==> config.mk <==
export PLATFORM = sky130hd
export DESIGN_NAME = led_scan_driver
export DESIGN_NICKNAME = d
export VERILOG_FILES = /design/src/rtl/led_scan_driver.sv
export SDC_FILE = /design/constraint.sdc
export NUM_CORES = 1
export LEC_CHECK = 0
export ABC_AREA = 0
export BUFFER_PORTS_ARGS = -buffer_cell sky130_fd_sc_hd__buf_2
export CORE_MARGIN = 4
export CORE_UTILIZATION = 36
export CTS_CLUSTER_SIZE = 40
export DETAILED_ROUTE_END_ITERATION = 6
export PLACE_DENSITY = 0.56
export SYNTH_ARGS = -nofsm -noshare
export SYNTH_HDL_FRONTEND = slang
export SYNTH_SLANG_ARGS = --single-unit
export TNS_END_PERCENT = 10
==> constraint.sdc <==
create_clock -name clk -period 2.8 [get_ports clk]
set_input_delay 0.7 -clock clk [delete_from_list [all_inputs] [get_ports clk]]
set_output_delay 0.7 -clock clk [all_outputs]
set_load 0.02 [all_outputs]
==> src/rtl/led_scan_driver.sv <==
// Multiplexed scan driver for an up-to-8-digit 7-segment display.
// Each digit slot is a blanking gap followed by a drive phase, with optional leading-zero suppression.
module led_scan_driver #(
  parameter int NUM_DIGITS = 8,
  parameter int SCAN_DIV   = 50000,
  parameter int BLANK_CYC  = 500
) (
  input  logic       clk,
  input  logic       rst_n,
  input  logic       i_enable,
  input  logic       i_wr_en,
  input  logic [2:0] i_wr_addr,
  input  logic [4:0] i_wr_data,
  input  logic       i_lz_en,
  output logic [4:0] o_dig_ctrl,
  output logic [7:0] o_dig_an,
  output logic       o_frame_start
);

  localparam int CW = ($clog2(SCAN_DIV) < 1) ? 1 : $clog2(SCAN_DIV);
  localparam int IW = ($clog2(NUM_DIGITS) < 1) ? 1 : $clog2(NUM_DIGITS);

  localparam logic [CW-1:0] BLANK_LAST = CW'(BLANK_CYC - 1);
  localparam logic [CW-1:0] SLOT_LAST  = CW'(SCAN_DIV - 1);
  localparam logic [IW-1:0] IDX_LAST   = IW'(NUM_DIGITS - 1);

  typedef enum logic {
    S_BLANK = 1'b0,
    S_DRIVE = 1'b1
  } state_t;

  state_t          state, state_nx;
  logic [CW-1:0]   cnt, cnt_nx;
  logic [IW-1:0]   idx, idx_nx;
  logic [4:0]      dig_ctrl_nx;
  logic [7:0]      dig_an_nx;
  logic            frame_nx;

  logic [4:0]            digit_buf [NUM_DIGITS];
  logic [NUM_DIGITS-1:0] supp;
  logic                  zero_tail;

  // Digit buffer: host writes land in any state, including while the scan is disabled.
  // NOTE: this small register file is reset on purpose; the display must come up blank, not random.
  always_ff @(posedge clk or negedge rst_n) begin
    if (!rst_n) begin
      for (int k = 0; k < NUM_DIGITS; k++) digit_buf[k] <= 5'h00;
    end else if (i_wr_en) begin
      for (int k = 0; k < NUM_DIGITS; k++) begin
        if (i_wr_addr == 3'(k)) digit_buf[k] <= i_wr_data;
      end
    end
  end

  // A digit is suppressed when it and every higher digit hold 5'h00; digit 0 always shows.
  // NOTE: blocking assignments here are deliberate; zero_tail accumulates down the loop within one evaluation.
  always_comb begin
    zero_tail = 1'b1;
    supp      = '0;
    for (int k = NUM_DIGITS - 1; k >= 0; k--) begin
      zero_tail = zero_tail && (digit_buf[k] == 5'h00);
      supp[k]   = i_lz_en && zero_tail && (k != 0);
    end
  end

  // Next-state and next-output logic; outputs are computed one step ahead and registered below.
  // NOTE: every target gets a default first so no path through the case can infer a latch.
  always_comb begin
    state_nx    = state;
    cnt_nx      = cnt + 1'b1;
    idx_nx      = idx;
    dig_ctrl_nx = o_dig_ctrl;
    dig_an_nx   = o_dig_an;
    frame_nx    = 1'b0;

    if (!i_enable) begin
      state_nx  = S_BLANK;
      cnt_nx    = '0;
      idx_nx    = '0;
      dig_an_nx = 8'hFF;
    end else begin
      case (state)
        S_BLANK: begin
          if (cnt == BLANK_LAST) begin
            state_nx    = S_DRIVE;
            dig_ctrl_nx = digit_buf[idx];
            dig_an_nx   = supp[idx] ? 8'hFF : ~(8'h01 << idx);
            frame_nx    = (idx == '0);
          end
        end
        S_DRIVE: begin
          if (cnt == SLOT_LAST) begin
            state_nx  = S_BLANK;
            cnt_nx    = '0;
            idx_nx    = (idx == IDX_LAST) ? '0 : idx + 1'b1;
            dig_an_nx = 8'hFF;
          end
        end
        default: begin
          state_nx  = S_BLANK;
          cnt_nx    = '0;
          idx_nx    = '0;
          dig_an_nx = 8'hFF;
        end
      endcase
    end
  end

  // State and registered outputs.
  // NOTE: sequential state uses non-blocking assignments so every register samples pre-edge values.
  always_ff @(posedge clk or negedge rst_n) begin
    if (!rst_n) begin
      state         <= S_BLANK;
      cnt           <= '0;
      idx           <= '0;
      o_dig_ctrl    <= 5'h00;
      o_dig_an      <= 8'hFF;
      o_frame_start <= 1'b0;
    end else begin
      state         <= state_nx;
      cnt           <= cnt_nx;
      idx           <= idx_nx;
      o_dig_ctrl    <= dig_ctrl_nx;
      o_dig_an      <= dig_an_nx;
      o_frame_start <= frame_nx;
    end
  end

endmodule

==> out/qor.yml <==
global_routing:
  gr-usage-all-layers_pct: 14.9
  grt_max_degree: 27
  grt.overflow.total: 0
  antenna_found_initial: 0
  grt_first_pass_wirelength_mm: 13.3
  grt_pass1_vias: 2525
final_layout:
  drive_gt1_share_pct: 34.3
  stdcell_count: 474
  areaGrowthSynthToFinish_pct: 14.2
  final_nets: 356
  n_antenna_cell: 0
pwr:
  power_frac_seq_pct: 55.6
  power.density_mw_per_mm2: 573
  p_leak_nw: 1.69
  p_comb_share_pct: 12.6
  p_sw_w: 0.000594
  max-vdd-ir-drop_v: 0.000330
  p_clk_share_pct: 31.8
  switching_share_pct: 25.4
  intPower_w: 0.00175
floorplanning:
  core_area_mm2: 0.00973
  chipWidth_um: 108
  num_io_pins: 27
  dieArea_mm2: 0.0116
  die_h_um: 108
  fp-row-count: 36
  start_util_pct: 36.8
worst_setup_path:
  cp-start-kind: "flop"
  critPathRequiredTime_ns: 3.07
  cp.arrival_ns: 2.50
  path_class: "flop to flop"
  crit_fanout: 17
  endpoint_kind: "flop"
cts:
  path_clk_slew_ns: 0.08
  postCtsHoldBufs: 0
  root_buffer: "clkbuf_8"
  numCtsBuffers: 9
  clkSinkCount: 74
  htree_levels: 3
  clk_latency_ns: 0.35
  cts_setup_buffers: 0
  cts_tree: "built"
  clockBufferDepth: 2
  cts_resized: 0
drt:
  drc_errors: 0
  dr_wl_met3_um: 298
  top_layer: "met4"
  ant_nets: 0
  via_per_inst: 5.23
  met2_wirelength_mm: 3.71
  wl_per_cell_um: 16.5
  vias: 2480
  dr.first_iter.drc_count: 80
  m1WireLength_mm: 3.74
  drt-pass1-iter-count: 4
  wirelength_mm: 7.84
synth:
  yosys.area.top_type_share_pct: 46.2
  synth_mux_area_share_pct: 20.2
  synth_edf_count: 0
  synth_top_family_by_area: "multiplexers"
  synth_compound_area_share_pct: 4.48
  yosys_warnings: 0
  async_flop_share_pct: 100
  synthAdderAreaFrac_pct: 2.45
  syn-num-nets: 316
  synth-seq-cells: 74
  synth_area_mm2: 0.00358
  synth_ff_type: "dfrtp_1"
  synthTopCellsByArea: "dfrtp_1 (46%), mux2_2 (14%), mux4_2 (6.3%)"
  ys_types: 41
  ys_seq_area_share_pct: 52.1
  synth-simple-area-share_pct: 16.5
  yosysTopAreaCell: "dfrtp_1"
  synth_xor_area_share_pct: 2.94
  syn_inst: 296
  syn_area_per_cell_um2: 12.1
timing:
  slew_headroom_pct: 41.6
  fmax_mhz: 447
  fin_crit_sh_pct: 79.8
  final_hold_viol_count: 0
  skew_ns: 0.0104
  fin_tns_setup_ns: 0
  finalSetupViolCount: 0
  min_period_ns: 2.24
  maxSlewViolCount: 0
  worstMarginPinSlew_ns: 0.876
  rsz0062_at_grt: "false"
placement:
  place_hpwl_mm: 5.74
  gp_congestion: 0.796
  placed_cells: 458
  port_buffers: 26
hold_path:
  hold_path_class: "input pin to async pin"
job:
  maxCapViolCount: 0
status:
  run_status: "complete, no violations"
[logic make-up after synthesis]
kind of cell,Yosys count
buffers and inverters,12
AND/OR/NAND/NOR,111
AO/OA/AOI/OAI,26
adder cells (fa/ha/maj),7
flip-flops,74
multiplexers,54
XOR/XNOR,12
[routing by layer]
layer  GRT usage, %  vias up
met1           20.5     1254
met5              0        -
met2           23.1       48
met4           4.06        0
li1               -     1168
met3           4.02       10
[final timing paths]
| path | start | to | slack (ns) | depth (start not counted) |
|---|---|---|---|---|
| min reg2reg | cnt[0] | cnt[0] | 0.49 | 1 |
| max reg2reg | idx[0] | o_dig_an[1] | 0.56 | 4 |
| min in group clk | cnt[0] | cnt[0] | 0.49 | 1 |
| max in group asynchronous | rst_n | o_dig_an[0] | 1.99 | 2 |
| max | idx[0] | o_dig_an[1] | 0.56 | 4 |
| min | rst_n | cnt[9] | 0.18 | 1 |
[state kept, by name (all words and copies together), names as in the netlist]
| name | count |
|---|---|
| digit_buf | 40 |
| cnt | 16 |
| o_dig_an | 8 |
| o_dig_ctrl | 5 |
| idx | 3 |
| o_frame_start | 1 |
| state | 1 |
[synthesized netlist by cell type, types with 2 or more instances]
cell / n
o21ai_0: 6
inv_1: 5
and4_1: 2
nor3b_1: 2
ha_1: 7
nor3_1: 15
a21oi_1: 6
mux2_2: 44
nand2_1: 29
dfrtp_1: 66
nand3b_1: 2
or2_2: 3
buf_2: 2
or3_1: 3
nand4b_1: 5
xnor2_1: 4
nor4b_1: 2
nor4_1: 4
dfstp_2: 8
nand3_1: 7
and3_1: 4
a31oi_1: 7
xor2_1: 8
a41oi_1: 3
mux4_2: 10
or4_4: 2
nand4_1: 4
clkbuf_1: 3
nor2_1: 21
[critical path: stages, from the launching register on]
cell and delay (ns):
dfrtp_1 0.92, a31oi_1 0.15, nor4_1 0.53, o211ai_1 0.27
a41oi_1 0.28
[final cells by class]
type,instances,area [um2]
multi-input combinational,210,1660
inverter,5,18.8
tap,133,166
fill,971,5640
clock buffer,16,170
timing repair buffer,36,205
sequential,74,1860
[layout by cell type, fill, tap and decap left out, types with 6 or more instances in the layout]
master,instances
dfrtp_1,66
mux2_2,44
nand2_1,29
buf_2,26
nor2_1,21
nor3_1,15
clkbuf_8,11
mux4_2,10
buf_4,10
xor2_1,8
dfstp_2,8
nand3_1,7
a31oi_1,7
ha_1,7
o21ai_0,6
a21oi_1,6
[through the flow]
step	setup slack [ns]	total power [W]	util [%]	area, um2	hold WS (ns)
3_5_place_dp	0.542	0.00162	40.2	3920	0.475
6_report	0.564	0.00234	42.0	4090	0.182
5_1_grt	0.265	0.00246	42.0	4090	0.173
4_1_cts	0.535	0.00237	42.0	4090	0.179
2_1_floorplan	0.695	0.00150	-	3580	0.404
3_3_place_gp	0.587	0.00161	40.2	3920	0.460
[power groups by stage]
stage / Clock (W) / Sequential (W) / Combinational, W
after floorplan: 0 / 0.00128 / 0.000215
after global placement: 0 / 0.00132 / 0.000292
after detailed placement: 0 / 0.00132 / 0.000299
after CTS: 0.000765 / 0.00130 / 0.000300
after global routing: 0.000815 / 0.00132 / 0.000329
final: 0.000745 / 0.00130 / 0.000295
Power figures use the tool's default switching activity.
